`src/rtl/cpsr_unit.sv`:
```
// Program status state: committed CPSR plus one banked SPSR per exception mode.
// Exactly one event per cycle, priority exc_req > exc_return > msr > flag update.
module cpsr_unit (
    input  logic        in_clk,
    input  logic        in_rst_n,
    input  logic        in_execute_en,
    input  logic        in_flag_we,
    input  logic [3:0]  in_alu_flags,
    input  logic [3:0]  in_flag_mask,
    input  logic        in_msr_we,
    input  logic        in_msr_spsr,
    input  logic [1:0]  in_msr_field,
    input  logic [31:0] in_msr_data,
    input  logic        in_exc_req,
    input  logic [4:0]  in_exc_mode,
    input  logic        in_exc_return,
    output logic [31:0] out_cpsr,
    output logic [3:0]  out_flags,
    output logic [31:0] out_spsr,
    output logic        out_priv
);

    localparam int unsigned MODE_W = 5;
    localparam int unsigned NZCV_W = 4;
    localparam int unsigned SPSR_W = 12;
    localparam int unsigned BANK_N = 5;
    localparam int unsigned IDX_W  = 3;

    localparam logic [MODE_W-1:0] MODE_USR = 5'b10000;
    localparam logic [MODE_W-1:0] MODE_FIQ = 5'b10001;
    localparam logic [MODE_W-1:0] MODE_IRQ = 5'b10010;
    localparam logic [MODE_W-1:0] MODE_SVC = 5'b10011;
    localparam logic [MODE_W-1:0] MODE_ABT = 5'b10111;
    localparam logic [MODE_W-1:0] MODE_UND = 5'b11011;
    localparam logic [MODE_W-1:0] MODE_SYS = 5'b11111;

    function automatic logic is_exc_mode(input logic [MODE_W-1:0] m);
        return (m == MODE_FIQ) || (m == MODE_IRQ) || (m == MODE_SVC) ||
               (m == MODE_ABT) || (m == MODE_UND);
    endfunction

    function automatic logic is_valid_mode(input logic [MODE_W-1:0] m);
        return is_exc_mode(m) || (m == MODE_USR) || (m == MODE_SYS);
    endfunction

    function automatic logic [IDX_W-1:0] bank_idx(input logic [MODE_W-1:0] m);
        case (m)
            MODE_IRQ: return IDX_W'(1);
            MODE_SVC: return IDX_W'(2);
            MODE_ABT: return IDX_W'(3);
            MODE_UND: return IDX_W'(4);
            default:  return IDX_W'(0);
        endcase
    endfunction

    logic [NZCV_W-1:0] nzcv_q, nzcv_d;
    logic              i_q, i_d;
    logic              f_q, f_d;
    logic [MODE_W-1:0] mode_q, mode_d;
    logic [SPSR_W-1:0] spsr_q [BANK_N];
    logic [SPSR_W-1:0] spsr_d [BANK_N];

    logic              cur_banked;
    logic [IDX_W-1:0]  cur_idx;
    logic [SPSR_W-1:0] cur_spsr;
    logic [SPSR_W-1:0] cpsr_packed;
    logic              msr_f;
    logic              msr_c;
    logic              unused_msr_bits;

    assign cur_banked  = is_exc_mode(mode_q);
    assign cur_idx     = bank_idx(mode_q);
    assign cur_spsr    = spsr_q[cur_idx];
    assign cpsr_packed = {nzcv_q, i_q, f_q, 1'b0, mode_q};
    assign msr_f       = in_msr_field[1];
    assign msr_c       = in_msr_field[0];

    // Only the f and c byte lanes of the MSR source are architected here.
    assign unused_msr_bits = ^in_msr_data[27:8];

    // Next-state selection; lower-priority requests are dropped, not deferred.
    always_comb begin
        nzcv_d = nzcv_q;
        i_d    = i_q;
        f_d    = f_q;
        mode_d = mode_q;
        for (int b = 0; b < int'(BANK_N); b++) begin
            spsr_d[b] = spsr_q[b];
        end

        if (in_exc_req) begin
            if (is_exc_mode(in_exc_mode)) begin
                spsr_d[bank_idx(in_exc_mode)] = cpsr_packed;
                mode_d = in_exc_mode;
                i_d    = 1'b1;
                if (in_exc_mode == MODE_FIQ) begin
                    f_d = 1'b1;
                end
            end
        end else if (in_exc_return && in_execute_en) begin
            if (cur_banked && is_valid_mode(cur_spsr[MODE_W-1:0])) begin
                nzcv_d = cur_spsr[11:8];
                i_d    = cur_spsr[7];
                f_d    = cur_spsr[6];
                mode_d = cur_spsr[MODE_W-1:0];
            end
        end else if (in_msr_we && in_execute_en) begin
            if (!in_msr_spsr) begin
                if (msr_f) begin
                    nzcv_d = in_msr_data[31:28];
                end
                if (msr_c && (mode_q != MODE_USR)) begin
                    i_d = in_msr_data[7];
                    f_d = in_msr_data[6];
                    if (is_valid_mode(in_msr_data[4:0])) begin
                        mode_d = in_msr_data[4:0];
                    end
                end
            end else if (cur_banked) begin
                if (msr_f) begin
                    spsr_d[cur_idx][11:8] = in_msr_data[31:28];
                end
                if (msr_c) begin
                    spsr_d[cur_idx][7:0] = in_msr_data[7:0];
                end
            end
        end else if (in_flag_we && in_execute_en) begin
            nzcv_d = (nzcv_q & ~in_flag_mask) | (in_alu_flags & in_flag_mask);
        end
    end

    always_ff @(posedge in_clk or negedge in_rst_n) begin
        if (!in_rst_n) begin
            nzcv_q <= '0;
            i_q    <= 1'b1;
            f_q    <= 1'b1;
            mode_q <= MODE_SVC;
            for (int b = 0; b < int'(BANK_N); b++) begin
                spsr_q[b] <= '0;
            end
        end else begin
            nzcv_q <= nzcv_d;
            i_q    <= i_d;
            f_q    <= f_d;
            mode_q <= mode_d;
            for (int b = 0; b < int'(BANK_N); b++) begin
                spsr_q[b] <= spsr_d[b];
            end
        end
    end

    assign out_cpsr  = {nzcv_q, 20'd0, i_q, f_q, 1'b0, mode_q};
    assign out_flags = nzcv_q;
    assign out_priv  = (mode_q != MODE_USR);
    assign out_spsr  = cur_banked ? {cur_spsr[11:8], 20'd0, cur_spsr[7:0]} : 32'd0;

endmodule

```
`config.mk`:
```
export PLATFORM = sky130hd
export DESIGN_NAME = cpsr_unit
export DESIGN_NICKNAME = d
export VERILOG_FILES = /design/src/rtl/cpsr_unit.sv
export SDC_FILE = /design/constraint.sdc
export NUM_CORES = 1
export LEC_CHECK = 0
export ABC_AREA = 1
export CAP_MARGIN = 25
export CELL_PAD_IN_SITES_DETAIL_PLACEMENT = 0
export CELL_PAD_IN_SITES_GLOBAL_PLACEMENT = 2
export CORE_MARGIN = 8
export CORE_UTILIZATION = 27
export CTS_CLUSTER_DIAMETER = 120
export DETAILED_ROUTE_END_ITERATION = 16
export PLACE_DENSITY = 0.83
export SYNTH_ARGS = -nofsm -noshare
export SYNTH_HDL_FRONTEND = slang
export SYNTH_SLANG_ARGS = --single-unit
```
`constraint.sdc`:
```
create_clock -name in_clk -period 2.2 [get_ports in_clk]
set_input_delay 0.22 -clock in_clk [delete_from_list [all_inputs] [get_ports in_clk]]
set_output_delay 0.22 -clock in_clk [all_outputs]
set_load 0.02 [all_outputs]
```
======== Word level (Yosys, flattened, before mapping) ========
Cells that the tools add are included.
operators by class
  magnitude comparators ................... 4
  equality and inequality tests ........... 33
  mux-type cells .......................... 59
  bitwise logic cells ..................... 7
  reductions and logical operators ........ 39
operators with widths
  kind                number
  $mux 60             13
  $bwmux 60           3
  $eq 5x5->1 const B  24
  $demux 12 s3        3
  $mux 12             4
  $mux 5              8
  $bmux 12 s3         1
  $mux 32             1
  $mux 4              6
  $pmux 3 s4          2
  $logic_or 1x1->1    20
  $mux 1              15
  $reduce_and 5->1    3
  $reduce_and 6->1    2
  $reduce_bool 3->1   4
  $and 4x4->4         2
  $ge 4x4->1 const B  2
  $lt 4x1->1 const B  2
  $mux 8              1
  $not 3->4           2
  $logic_and 1x1->1   7
  $mux 3              2
  $ne 2x1->1 const B  3
  $ne 3x3->1 const B  2
  8 further kinds     10
storage, ports and cells
  register bits ........................... 71
  input bits .............................. 55
  output and inout bits ................... 69
  word-level logic and storage cells ...... 151

======== Logic depth before layout (Yosys ltp) ========
Gate-level depths: netlist (run 1).
  word-level depth ........................ 21
  mapped depth ............................ 16
  depth with buffers taken out ............ 15

======== Least setup slack after synthesis (run 1) ========
Ideal clock, no wire load.
  path type ............................... reg-to-output
  start ................................... register mode_q[1]
  end ..................................... output out_spsr[5]
  arrival ................................. 2.217 ns
  data required time ...................... 1.980 ns
  setup slack ............................. -0.237 ns
  cell stages (with the launch flop) ...... 11
  path buffers ............................ 2
  cells stage by stage .................... dfstp_2 > buf_4 > nand2_2 > nor2_1 > nand2_2 > nand2_1 > nor2_2 > inv_1 > buf_2 > o22ai_1 > nor4_1
between the ends
  cells in the longest elaborated chain, start to end .. 7
  elaborated cells between the ends (all ways) .. 15
  classes of those cells .................. eq/ne: 5; mux: 5; bitwise: 1; reduce/logical: 4
ends and longest elaborated chain
  element                                      RTL line    source
  start, declared                              59          logic [MODE_W-1:0] mode_q, mode_d;
  start signal, assigned                       145         mode_q <= mode_d;
  $eq 5x5->1, on equally long branches         39, 47, 38
  $pmux 3 s4                                   47          case (m)
  $not 3->4 (implied by the code)              73          assign cur_spsr = spsr_q[cur_idx];
  $bmux 12 s3                                  73
  $mux 12 (implied by the code) (2 in series)  73
  $mux 32 (*)                                  155         assign out_spsr = cur_banked ? {cur_spsr[11:8], 20'd0, cur_spsr[7:0]} : 32'd0;
  end, declared                                19          output logic [31:0] out_spsr,
Every way passes the cells marked *; elsewhere a longest branch is shown, timed or not. The select of a mux whose other input is x is not followed.

======== Worst setup path after layout (run 1) ========
  start ................................... register mode_q[0]
  end ..................................... output out_spsr[31]
Same word-level chain as after synthesis.

==> results of run 1 <==
-- sequential cells by signal, indices dropped and copies added (netlist names), named ones only --
register and cells:
i_q 1, spsr_q 60, f_q 1, mode_q 5
-- power groups by stage --
stage / Clock (mW) / Combinational, mW / Sequential, mW
floorplan: 0 / 1.22 / 1.68
global placement: 0 / 2.33 / 1.68
detailed placement: 0 / 2.33 / 1.69
CTS: 1.63 / 2.64 / 1.69
global route: 1.68 / 3.03 / 1.73
finish: 1.60 / 2.81 / 1.70
-- through the flow --
stage | cells | utilization [%] | cell area [um^2] | hold slack (ns) | setup TNS [ns]
5_1_grt | 1094 | 40.9 | 7370 | 0.428 | -9.81
2_1_floorplan | 745 | - | 5120 | -0.0756 | 0
3_3_place_gp | 1060 | 35.1 | 6330 | 0.210 | -6.72
3_5_place_dp | 1060 | 35.1 | 6330 | 0.213 | -7.78
6_report | 1094 | 40.9 | 7370 | 0.381 | -2.16
4_1_cts | 1090 | 39.6 | 7130 | 0.397 | -3.76
-- area by class of cell --
cell class	count	area [um^2]
clock buffers	11	233
repair buffers	175	1660
flip-flops and latches	71	1790
well taps	229	287
fillers	1954	10700
clock inverters	5	81.3
inverters	84	328
multi-input cells	519	3000
-- synthesized netlist by cell type, drive strengths merged (4+ instances only) --
| master | n |
|---|---|
| nand2 | 215 |
| inv | 84 |
| o22ai | 67 |
| dfrtp | 66 |
| buf | 59 |
| o21ai | 59 |
| nor2 | 49 |
| nand3 | 41 |
| nand4 | 18 |
| clkbuf | 13 |
| a21oi | 10 |
| dfstp | 5 |
| a32oi | 4 |
| nor3 | 4 |
-- kinds of logic (layout without fill, tap and decap cells) --
family	count (synthesis)	count (layout)	share of synthesized area (%)
other	1	41	0.0756
buffers and inverters	156	275	16.2
and+or+nand+nor	329	330	29.8
DFF	71	71	35.9
AOI/OAI and AO/OA	148	148	18.0
-- repair_timing --
action / in CTS / in global routing
hold buffers: 1 / 0
endpoints found under the setup margin: 76 / 83
setup buffers: 14 / 4
resized for setup: 172 / 63
hold endpoints to repair: 32 / 0
pin swaps: 42 / 33
cloned: 2 / 0
-- worst max-delay path: stages, from the launching register on --
cell     delay (ns)
dfstp_2        0.62
nand2_4        0.10
buf_6          0.13
inv_4          0.05
nand3_4        0.08
nand2_4        0.10
nor2_4         0.06
buf_6          0.14
nand2_2        0.06
nand4_1        0.13
nand2_1        0.10
inv_1          0.05
buf_6          0.12
-- metal layers --
layer	up-vias	track usage [%]
li1	2575	-
met1	2502	22.1
met2	168	26.5
met3	25	4.04
met4	0	3.87
met5	-	0
-- worst max-delay path by stage --
stage | start | end | slack (ns) | depth (start not counted)
after floorplan | mode_q[1] | mode_q[3] | 0.08 | 15
after global placement | mode_q[4] | out_spsr[3] | -0.24 | 11
after detailed placement | mode_q[4] | out_spsr[3] | -0.26 | 11
after CTS | mode_q[0] | out_spsr[31] | -0.11 | 12
after global routing | mode_q[0] | out_spsr[30] | -0.21 | 12
final | mode_q[0] | out_spsr[31] | -0.11 | 12
==> results.md, run 1 <==
- Outcome: finished with violations
- Failing checks: negative setup slack
- Final hold vios: 0
- P_int: between 3 and 4 mW
- Switching Share: 39.1%
- Worst Setup Path Type: register to output pin
- Critical path data arrival time: roughly 2.1 ns
- Cell variety after synth: 39
- Wire per inst: approximately 17 um
- Max cap viols: 0
- P_sw: between 2 and 2.5 mW
- First-pass GRT wire length: between 20000 and 30000 um
- Max VDD drop: ~0.45 mV
- Starting Density: between 20% and 30%
- Num CTS Buffers: 9
- Pins over their slew limit: 0
- Reg2reg start: mode_q[0]
- Hpwl dp: 14600 um
- Final Critical Period: approximately 2.3 ns
- Post-synth top area cell: dfrtp_1
- Die width: ~150 um
- Crit path capture type: output pin
- Setup ws final: -0.111 ns
- Area grow syn2layout: 48.6%
- Max Clock Freq: approximately 0.43 GHz
- Seq cells post-synth: 71
- Pre-CTS setup slack: -0.258 ns
- Top layer in use: met4
- Die Span Y: between 150 and 200 um
- Slew at the pin closest to its max-slew limit: 1.00 ns
- Num ports: 124
- Crit Path Max Fanout: 7
- DR iter-0 viols: 291
- First drt pass iteration count: 5
- Met3 routed wirelength: approximately 1000 um
- Sequential area share after synthesis: 35.9%
- Main synth FF type: dfrtp_1
- Met2 Wirelength: approximately 9000 um
- Initial antenna violation count: 0
- Port-buffer cells: 62
- DRC: 0
- Post-Syn Area: 0.00496 mm^2
- Final period utilization: 105%
- Synth Warn #: 0
- H-tree level count: 3
- Overflow after GRT: 0
- Final Power: between 6 and 7 mW
- Commonest non-fill, non-tap cell in the layout: nand2_1
- Critical R2R Capture: spsr_q[50]
- Die area: 0.0230 mm^2
- Max Buffers Root-to-Sink: 2
- Area share of the largest cell type after synthesis: between 30% and 40%
- Cells on worst reg2reg path: 15
- Worst Path Required: ~2.0 ns
- NumNets Final: between 900 and 1000
- Vias post-DR: 5270
- Post-synthesis cell count: between 700 and 800
- Vias/cell: just under 5
- Commonest cells after routing, fill and taps aside: nand2_1 (184), buf_4 (86), inv_1 (77)
- Setup Skew: around 0.0070 ns
- Final antenna-violating net count: 0
- Number of flops mapped to enable cells by yosys: 0
- Core area: 0.0180 mm^2
- Vias in the first global route: ~5300
- Clock sinks: between 70 and 80
- Type of origin of the critical path: register
- R2r setup slk: -0.10 ns
- Clock group share of total power: 26.2%
- Comb pwr share: between 40% and 50%
- Routability Congestion: slightly above 0.9
- Final setup viols: 47
- RSZ-0062 raised after global routing: yes
- Worst-path clk slew: 0.06 ns
- Met1 WL: 8620 um
- Clk_lat worst skew: 0.35 ns
- Syn avg cell area: around 7.0 um^2
- Sequential Power Share: between 20% and 30%
- # rows: 49
- Worst Hold Class: input pin to async pin
- Proportion of layout cells with a drive suffix above 1: approximately 29%
- Total track usage: between 10% and 20%
- Leak: about 3.5 nW
- Slew headroom: about 33%
- Power Dens Cells: a little over 800 mW/mm^2
- Routed wire length: around 19000 um
- CTS root buffer: clkbuf_16
- Ranking of synthesized cells by area: dfrtp_1 (33%), nand2_1 (16%), o22ai_1 (8.5%)
- Ant diodes: 0
- Largest net degree at the start of global routing: 35
- Post-synth ARST share: 100%
- CTS tree: done
Power figures use the tool's default switching activity.
==> run 2, diff against run 1 <==
--- a/config.mk
+++ b/config.mk
@@ -9,7 +9,7 @@
 export CAP_MARGIN = 25
 export CELL_PAD_IN_SITES_DETAIL_PLACEMENT = 0
 export CELL_PAD_IN_SITES_GLOBAL_PLACEMENT = 2
-export CORE_MARGIN = 8
+export CORE_MARGIN = 5
 export CORE_UTILIZATION = 27
 export CTS_CLUSTER_DIAMETER = 120
 export DETAILED_ROUTE_END_ITERATION = 16
==> results.md, run 2 (synthesis gave the netlist of run 1 again) <==
- Die width: 146 um (was 152 um)
- Routed wire length: 19400 um (was 19000 um)
- Routability Congestion: 0.884 (was 0.912)
- Commonest non-fill, non-tap cell in the layout: nand2_1 (unchanged)
- Core area: 0.0180 mm^2 (unchanged)
- Crit Path Max Fanout: 9 (was 7)
- Proportion of layout cells with a drive suffix above 1: 34.2% (was 29.0%)
- Final setup viols: 26 (was 47)
- Setup Skew: 0.00535 ns (was 0.00703 ns)
- CTS tree: done (unchanged)
- Fillers: 1940 (was 1954)
- Area grow syn2layout: 54.7% (was 48.6%)
- Hpwl dp: 14100 um (was 14600 um)
- Most flops, register: spsr_q (unchanged)
- H-tree level count: 3 (unchanged)
- Critical path data arrival time: 2.10 ns (was 2.09 ns)
- Die area: 0.0212 mm^2 (was 0.0230 mm^2)
- Vias post-DR: 5452 (was 5270)
- Power Dens Cells: 833 mW/mm^2 (was 830 mW/mm^2)
- Max Clock Freq: 0.432 GHz (was 0.433 GHz)
- Final Critical Period: 2.32 ns (was 2.31 ns)
- Type of origin of the critical path: register (unchanged)
- First-pass GRT wire length: 29200 um (was 29300 um)
- Slew headroom: 48.1% (was 33.1%)
- Final cell count without fillers: 1111 (was 1094)
- Largest net degree at the start of global routing: 42 (was 35)
- Die Span Y: 146 um (was 152 um)
- Vias in the first global route: 5299 (was 5317)
- Commonest cells after routing, fill and taps aside: nand2_1 (172), buf_4 (92), inv_1 (71) (was nand2_1 (184), buf_4 (86), inv_1 (77))
- Starting Density: 27.5% (unchanged)
- DR iter-0 viols: 347 (was 291)
- Placed cells: 1058 (was 1060)
- Worst Hold Class: input pin to async pin (unchanged)
- NumNets Final: 932 (was 915)
- Clock sinks: 71 (unchanged)
- Max Buffers Root-to-Sink: 2 (unchanged)
- Slew at the pin closest to its max-slew limit: 0.775 ns (was 1.00 ns)
- Setup ws final: -0.115 ns (was -0.111 ns)
- Cells on worst reg2reg path: 15 (unchanged)
- Critical R2R Capture: mode_q[0] (was spsr_q[50])
- Final hold vios: 0 (unchanged)
- Final antenna-violating net count: 0 (unchanged)
- Clk_lat worst skew: 0.35 ns (about the same)
- First drt pass iteration count: 5 (unchanged)
- Cell breakdown of the critical path: nand2_4 -> nor2_4 -> nand2_4 -> nand2_2 -> nor2_4 -> buf_12 -> nand2_1 -> nand4_1 -> nand2_1 -> inv_1 -> buf_6 (was nand2_4 -> buf_6 -> inv_4 -> nand3_4 -> nand2_4 -> nor2_4 -> buf_6 -> nand2_2 -> nand4_1 -> nand2_1 -> inv_1 -> buf_6)
- Pins over their slew limit: 0 (unchanged)
- TNS Setup: -1.50 ns (was -2.16 ns)
- Final Power: 6.39 mW (was 6.12 mW)
- Max cap viols: 0 (unchanged)
- Wire per inst: 17.5 um (was 17.3 um)
- Ant diodes: 0 (unchanged)
- Final instance area: 0.00767 mm^2 (was 0.00737 mm^2)
- Total track usage: 17.2% (was 16.6%)
- Initial antenna violation count: 0 (unchanged)
- Num CTS Buffers: 9 (unchanged)
- DRC: 0 (unchanged)
- Top delay family on crit path: simple AND/OR/NAND/NOR gates (unchanged)
- Regs by FF count: spsr_q x60, mode_q x5 (unchanged)
- R2r setup slk: -0.11 ns (was -0.10 ns)
- Failing checks: negative setup slack (unchanged)
- RSZ-0062 raised after global routing: yes (unchanged)
- Worst-path clk slew: 0.06 ns (about the same)
- Worst Setup Path Type: register to output pin (unchanged)
- Crit path capture type: output pin (unchanged)
- # rows: 49 (unchanged)
- Num ports: 124 (unchanged)
- Worst path slowest cell: dfstp_2 (unchanged)
- Placed inst area: 0.00633 mm^2 (about the same)
- Port-buffer cells: 62 (unchanged)
- CTS root buffer: clkbuf_16 (unchanged)
- Outcome: finished with violations (unchanged)
- Vias/cell: 4.91 (was 4.82)
- Leak: 3.60 nW (was 3.47 nW)
- Levels on crit path: 11 (was 12)
- Overflow after GRT: 0 (unchanged)
- Crit-path max cell delay: 0.60 ns (was 0.62 ns)
- Worst path bufs/invs: 3 (was 5)
- Max VDD drop: 0.541 mV (was 0.454 mV)
- Final period utilization: 105% (about the same)
- Hold slack final: 0.358 ns (was 0.381 ns)
- Reg2reg start: mode_q[0] (unchanged)
- Worst Path Required: 1.98 ns (about the same)
- Largest register FFs: 60 (unchanged)
## run 2: changes by cell type in the layout (fill, tap and decap cells not counted), moves of 4 or more
cell / previous run / this run
buf_4: 86 / 92
nor2_4: 12 / 18
clkinv_4: 0 / 4
inv_2: 4 / 10
o21ai_1: 27 / 23
buf_6: 30 / 37
nand2_4: 10 / 14
nand2_1: 184 / 172
nand2_2: 18 / 28
nor2_1: 33 / 28
inv_1: 77 / 71
o21ai_2: 10 / 16
## run 2: final cells by class
class / instances / area, um^2 / share of cell area (%)
Tap cell: 229 / 287 / 3.73
Sequential cell: 71 / 1790 / 23.3
Timing Repair inverter: 1 / 7.51 / 0.0978
Clock buffer: 10 / 229 / 2.98
Multi-Input combinational cell: 520 / 3140 / 40.9
Inverter: 84 / 328 / 4.27
Timing Repair Buffer: 190 / 1830 / 23.8
Clock inverter: 6 / 70.1 / 0.913
## run 2: per-layer routing
layer	share of wire, %	vias up	wire, um	global-route usage [%]
li1	-	2615	-	-
met1	45	2629	8790	23.5
met2	48	185	9340	28.2
met3	5.1	23	996	3.39
met4	1.6	0	306	3.68
met5	0	-	0	0
## run 2: worst max path at each step
| stage | from | to |
|---|---|---|
| finish | mode_q[0] | out_spsr[30] |
| global route | mode_q[0] | out_spsr[30] |
| CTS | mode_q[0] | out_spsr[7] |
| detailed placement | mode_q[0] | out_spsr[5] |
| global placement | mode_q[0] | out_spsr[5] |
| floorplan | mode_q[1] | mode_q[3] |
## run 2: power by group
part | switching [mW] | leakage [nW] | internal [mW]
registers | 0.181 | 0.949 | 1.52
logic | 1.73 | 2.51 | 1.46
clock network | 0.622 | 0.147 | 0.886
total | 2.53 | 3.60 | 3.86
## run 2: worst reg2reg max path: cells and delay by family (launching register included)
family                 cells  cell delay (ns)
AND/OR/NAND/NOR           12             1.16
flip-flops                 1             0.60
buffers and inverters      3             0.50
## run 2: repair_timing
action                     CTS  global route
pin swaps                   18            56
setup buffers               15            18
resized for setup          126           162
hold buffers                 1             0
setup endpoints to repair   76            81
hold endpoints to repair    30             0
cloned                       3             3
## run 2: metrics by stage
step	worst slack (ns)	utilization [%]
5_1_grt	-0.217	42.6
3_3_place_gp	-0.268	35.1
4_1_cts	-0.203	38.9
2_1_floorplan	0.0775	-
3_5_place_dp	-0.295	35.1
6_report	-0.115	42.6
==> run 3, diff against run 2 <==
--- a/config.mk
+++ b/config.mk
@@ -9,7 +9,7 @@
 export CAP_MARGIN = 25
 export CELL_PAD_IN_SITES_DETAIL_PLACEMENT = 0
 export CELL_PAD_IN_SITES_GLOBAL_PLACEMENT = 2
-export CORE_MARGIN = 5
+export CORE_MARGIN = 2
 export CORE_UTILIZATION = 27
 export CTS_CLUSTER_DIAMETER = 120
 export DETAILED_ROUTE_END_ITERATION = 16
==> results.md, run 3 (synthesis gave the netlist of run 1 again) <==
- Most flops, register: spsr_q (unchanged)
- Die area: 0.0195 mm^2 (was 0.0212 mm^2)
- Ant diodes: 0 (unchanged)
- Comb pwr share: 46.6% (was 49.8%)
- Crit Path Max Fanout: 5 (was 9)
- DR iter-0 viols: 384 (was 347)
- Final hold vios: 0 (unchanged)
- Commonest non-fill, non-tap cell in the layout: nand2_1 (unchanged)
- Proportion of layout cells with a drive suffix above 1: 36.8% (was 34.2%)
- Crit path capture type: output pin (unchanged)
- Die Span Y: 140 um (was 146 um)
- Final cell count without fillers: 1109 (was 1111)
- Wire per inst: 17.0 um (was 17.5 um)
- Max cap viols: 0 (unchanged)
- TNS Setup: -0.931 ns (was -1.50 ns)
- Num ports: 124 (unchanged)
- Worst Path Required: 1.98 ns (about the same)
- # rows: 49 (unchanged)
- Num CTS Buffers: 9 (unchanged)
- Clock group share of total power: 27.7% (was 23.6%)
- Vias post-DR: 5450 (was 5452)
- Failing checks: negative setup slack (unchanged)
- Initial antenna violation count: 0 (unchanged)
- GR met3 Demand/Resource: 2.48% (was 3.39%)
- First-pass GRT wire length: 29000 um (was 29200 um)
- Final core utilization: 43.6% (was 42.6%)
- DRC: 0 (unchanged)
- Final Power: 6.54 mW (was 6.39 mW)
- Slew at the pin closest to its max-slew limit: 0.690 ns (was 0.775 ns)
- First drt pass iteration count: 8 (was 5)
- Max VDD drop: 0.600 mV (was 0.541 mV)
- Vias/cell: 4.91 (about the same)
- Worst Setup Path Type: register to output pin (unchanged)
- Largest register FFs: 60 (unchanged)
- Type of origin of the critical path: register (unchanged)
- Final antenna-violating net count: 0 (unchanged)
- Outcome: finished with violations (unchanged)
- Routability Congestion: 0.857 (was 0.884)
- Placed inst area: 0.00633 mm^2 (about the same)
- Regs by FF count: spsr_q x60, mode_q x5 (unchanged)
- H-tree level count: 3 (unchanged)
- NumNets Final: 930 (was 932)
- Commonest cells after routing, fill and taps aside: nand2_1 (150), buf_4 (91), inv_1 (73) (was nand2_1 (172), buf_4 (92), inv_1 (71))
- Pins over their slew limit: 0 (unchanged)
- Largest net degree at the start of global routing: 43 (was 42)
- Sequential Power Share: 25.7% (was 26.6%)
- Leak: 3.75 nW (was 3.60 nW)
- Met2 usage: 30.6% (was 28.2%)
- Final setup viols: 45 (was 26)
- Port-buffer cells: 62 (unchanged)
- Max Buffers Root-to-Sink: 2 (unchanged)
- GR peak layer: met2 (unchanged)
- Vias in the first global route: 5240 (was 5299)
- CTS root buffer: clkbuf_16 (unchanged)
- Final period utilization: 103% (was 105%)
- Pre-CTS setup slack: -0.230 ns (was -0.295 ns)
- Worst Hold Class: input pin to async pin (unchanged)
- Overflow after GRT: 0 (unchanged)
- CTS tree: done (unchanged)
- Core area: 0.0180 mm^2 (about the same)
- Met1 Usage GRT: 26.8% (was 23.5%)
- P_int: 4.08 mW (was 3.86 mW)
- Worst-path clk slew: 0.06 ns (about the same)
- Final instance area: 0.00782 mm^2 (was 0.00767 mm^2)
- Critical path data arrival time: 2.05 ns (was 2.10 ns)
- P_sw: 2.46 mW (was 2.53 mW)
- Switching Share: 37.6% (was 39.6%)
- Routed wire length: 18900 um (was 19400 um)
- Clock sinks: 71 (unchanged)
- Power Dens Cells: 836 mW/mm^2 (was 833 mW/mm^2)
- Placed cells: 1057 (was 1058)
- Setup Skew: 0.00507 ns (was 0.00535 ns)
- Setup ws final: -0.0688 ns (was -0.115 ns)
- Max Clock Freq: 0.441 GHz (was 0.432 GHz)
- Hold slack final: 0.366 ns (was 0.358 ns)
- Hpwl dp: 13800 um (was 14100 um)
- RSZ-0062 raised after global routing: yes (unchanged)
- Clk_lat worst skew: 0.34 ns (was 0.35 ns)
- Slew headroom: 53.8% (was 48.1%)
- Die width: 140 um (was 146 um)
- Area grow syn2layout: 57.7% (was 54.7%)
- Final Critical Period: 2.27 ns (was 2.32 ns)
- Starting Density: 27.6% (was 27.5%)
- Total track usage: 19.0% (was 17.2%)
## run 3: changes by cell type in the layout (fill, tap and decap cells not counted), moves of 5 or more
cell     previous run  this run
nand2_1           172       150
nand2_2            28        44
o21ai_0            16         7
nand2_4            14        19
o21ai_1            23        28
## run 3: power by group through the flow
stage / Clock, mW / Sequential (mW) / Combinational [mW]
global route: 1.88 / 1.71 / 3.26
global placement: 0 / 1.67 / 2.37
CTS: 1.84 / 1.67 / 2.73
detailed placement: 0 / 1.68 / 2.37
floorplan: 0 / 1.68 / 1.22
finish: 1.81 / 1.68 / 3.05
## run 3: worst paths after layout
| path | to | start | slack [ns] | depth (start not counted) |
|---|---|---|---|---|
| min in group in_clk | spsr_q[1] | spsr_q[1] | 0.48 | 2 |
| setup reg to reg | mode_q[3] | mode_q[0] | -0.05 | 17 |
| hold reg to reg | spsr_q[1] | spsr_q[1] | 0.48 | 2 |
| max in group asynchronous | f_q | in_rst_n | 1.18 | 3 |
| hold / removal | spsr_q[0] | in_rst_n | 0.37 | 2 |
| setup / recovery | out_spsr[28] | mode_q[0] | -0.07 | 11 |
## run 3: final cells by class
type                       instances  area (um^2)
clock buffer                      11          233
clock inverter                     5          129
fill                            1822        10100
inverter                          84          328
multi-input combinational        520         3240
sequential                        71         1780
tap                              229          287
timing repair buffer             188         1810
timing repair inverter             1         7.51
## run 3: worst max-delay path: stages, from the launching register on
cell	delay (ns)
dfstp_2	0.59
nand2_4	0.10
nor2_4	0.16
nand2_4	0.08
buf_6	0.13
buf_6	0.12
o22ai_2	0.09
inv_1	0.06
nand4_1	0.14
nand2_1	0.06
inv_1	0.07
buf_6	0.11
## run 3: per-layer routing
metal	up-vias	wire (um)
li1	2606	-
met1	2666	8630
met2	149	9090
met3	29	784
met4	0	398
met5	-	0
## run 3: what timing repair did
item                                    in CTS  in global routing
buffers inserted                            22                 13
pin swaps                                   33                 56
hold buffers                                 1                  0
gates resized for setup                    154                170
endpoints found under the setup margin      79                 83
hold endpoints to repair                    29                  0
gates cloned                                 2                  2
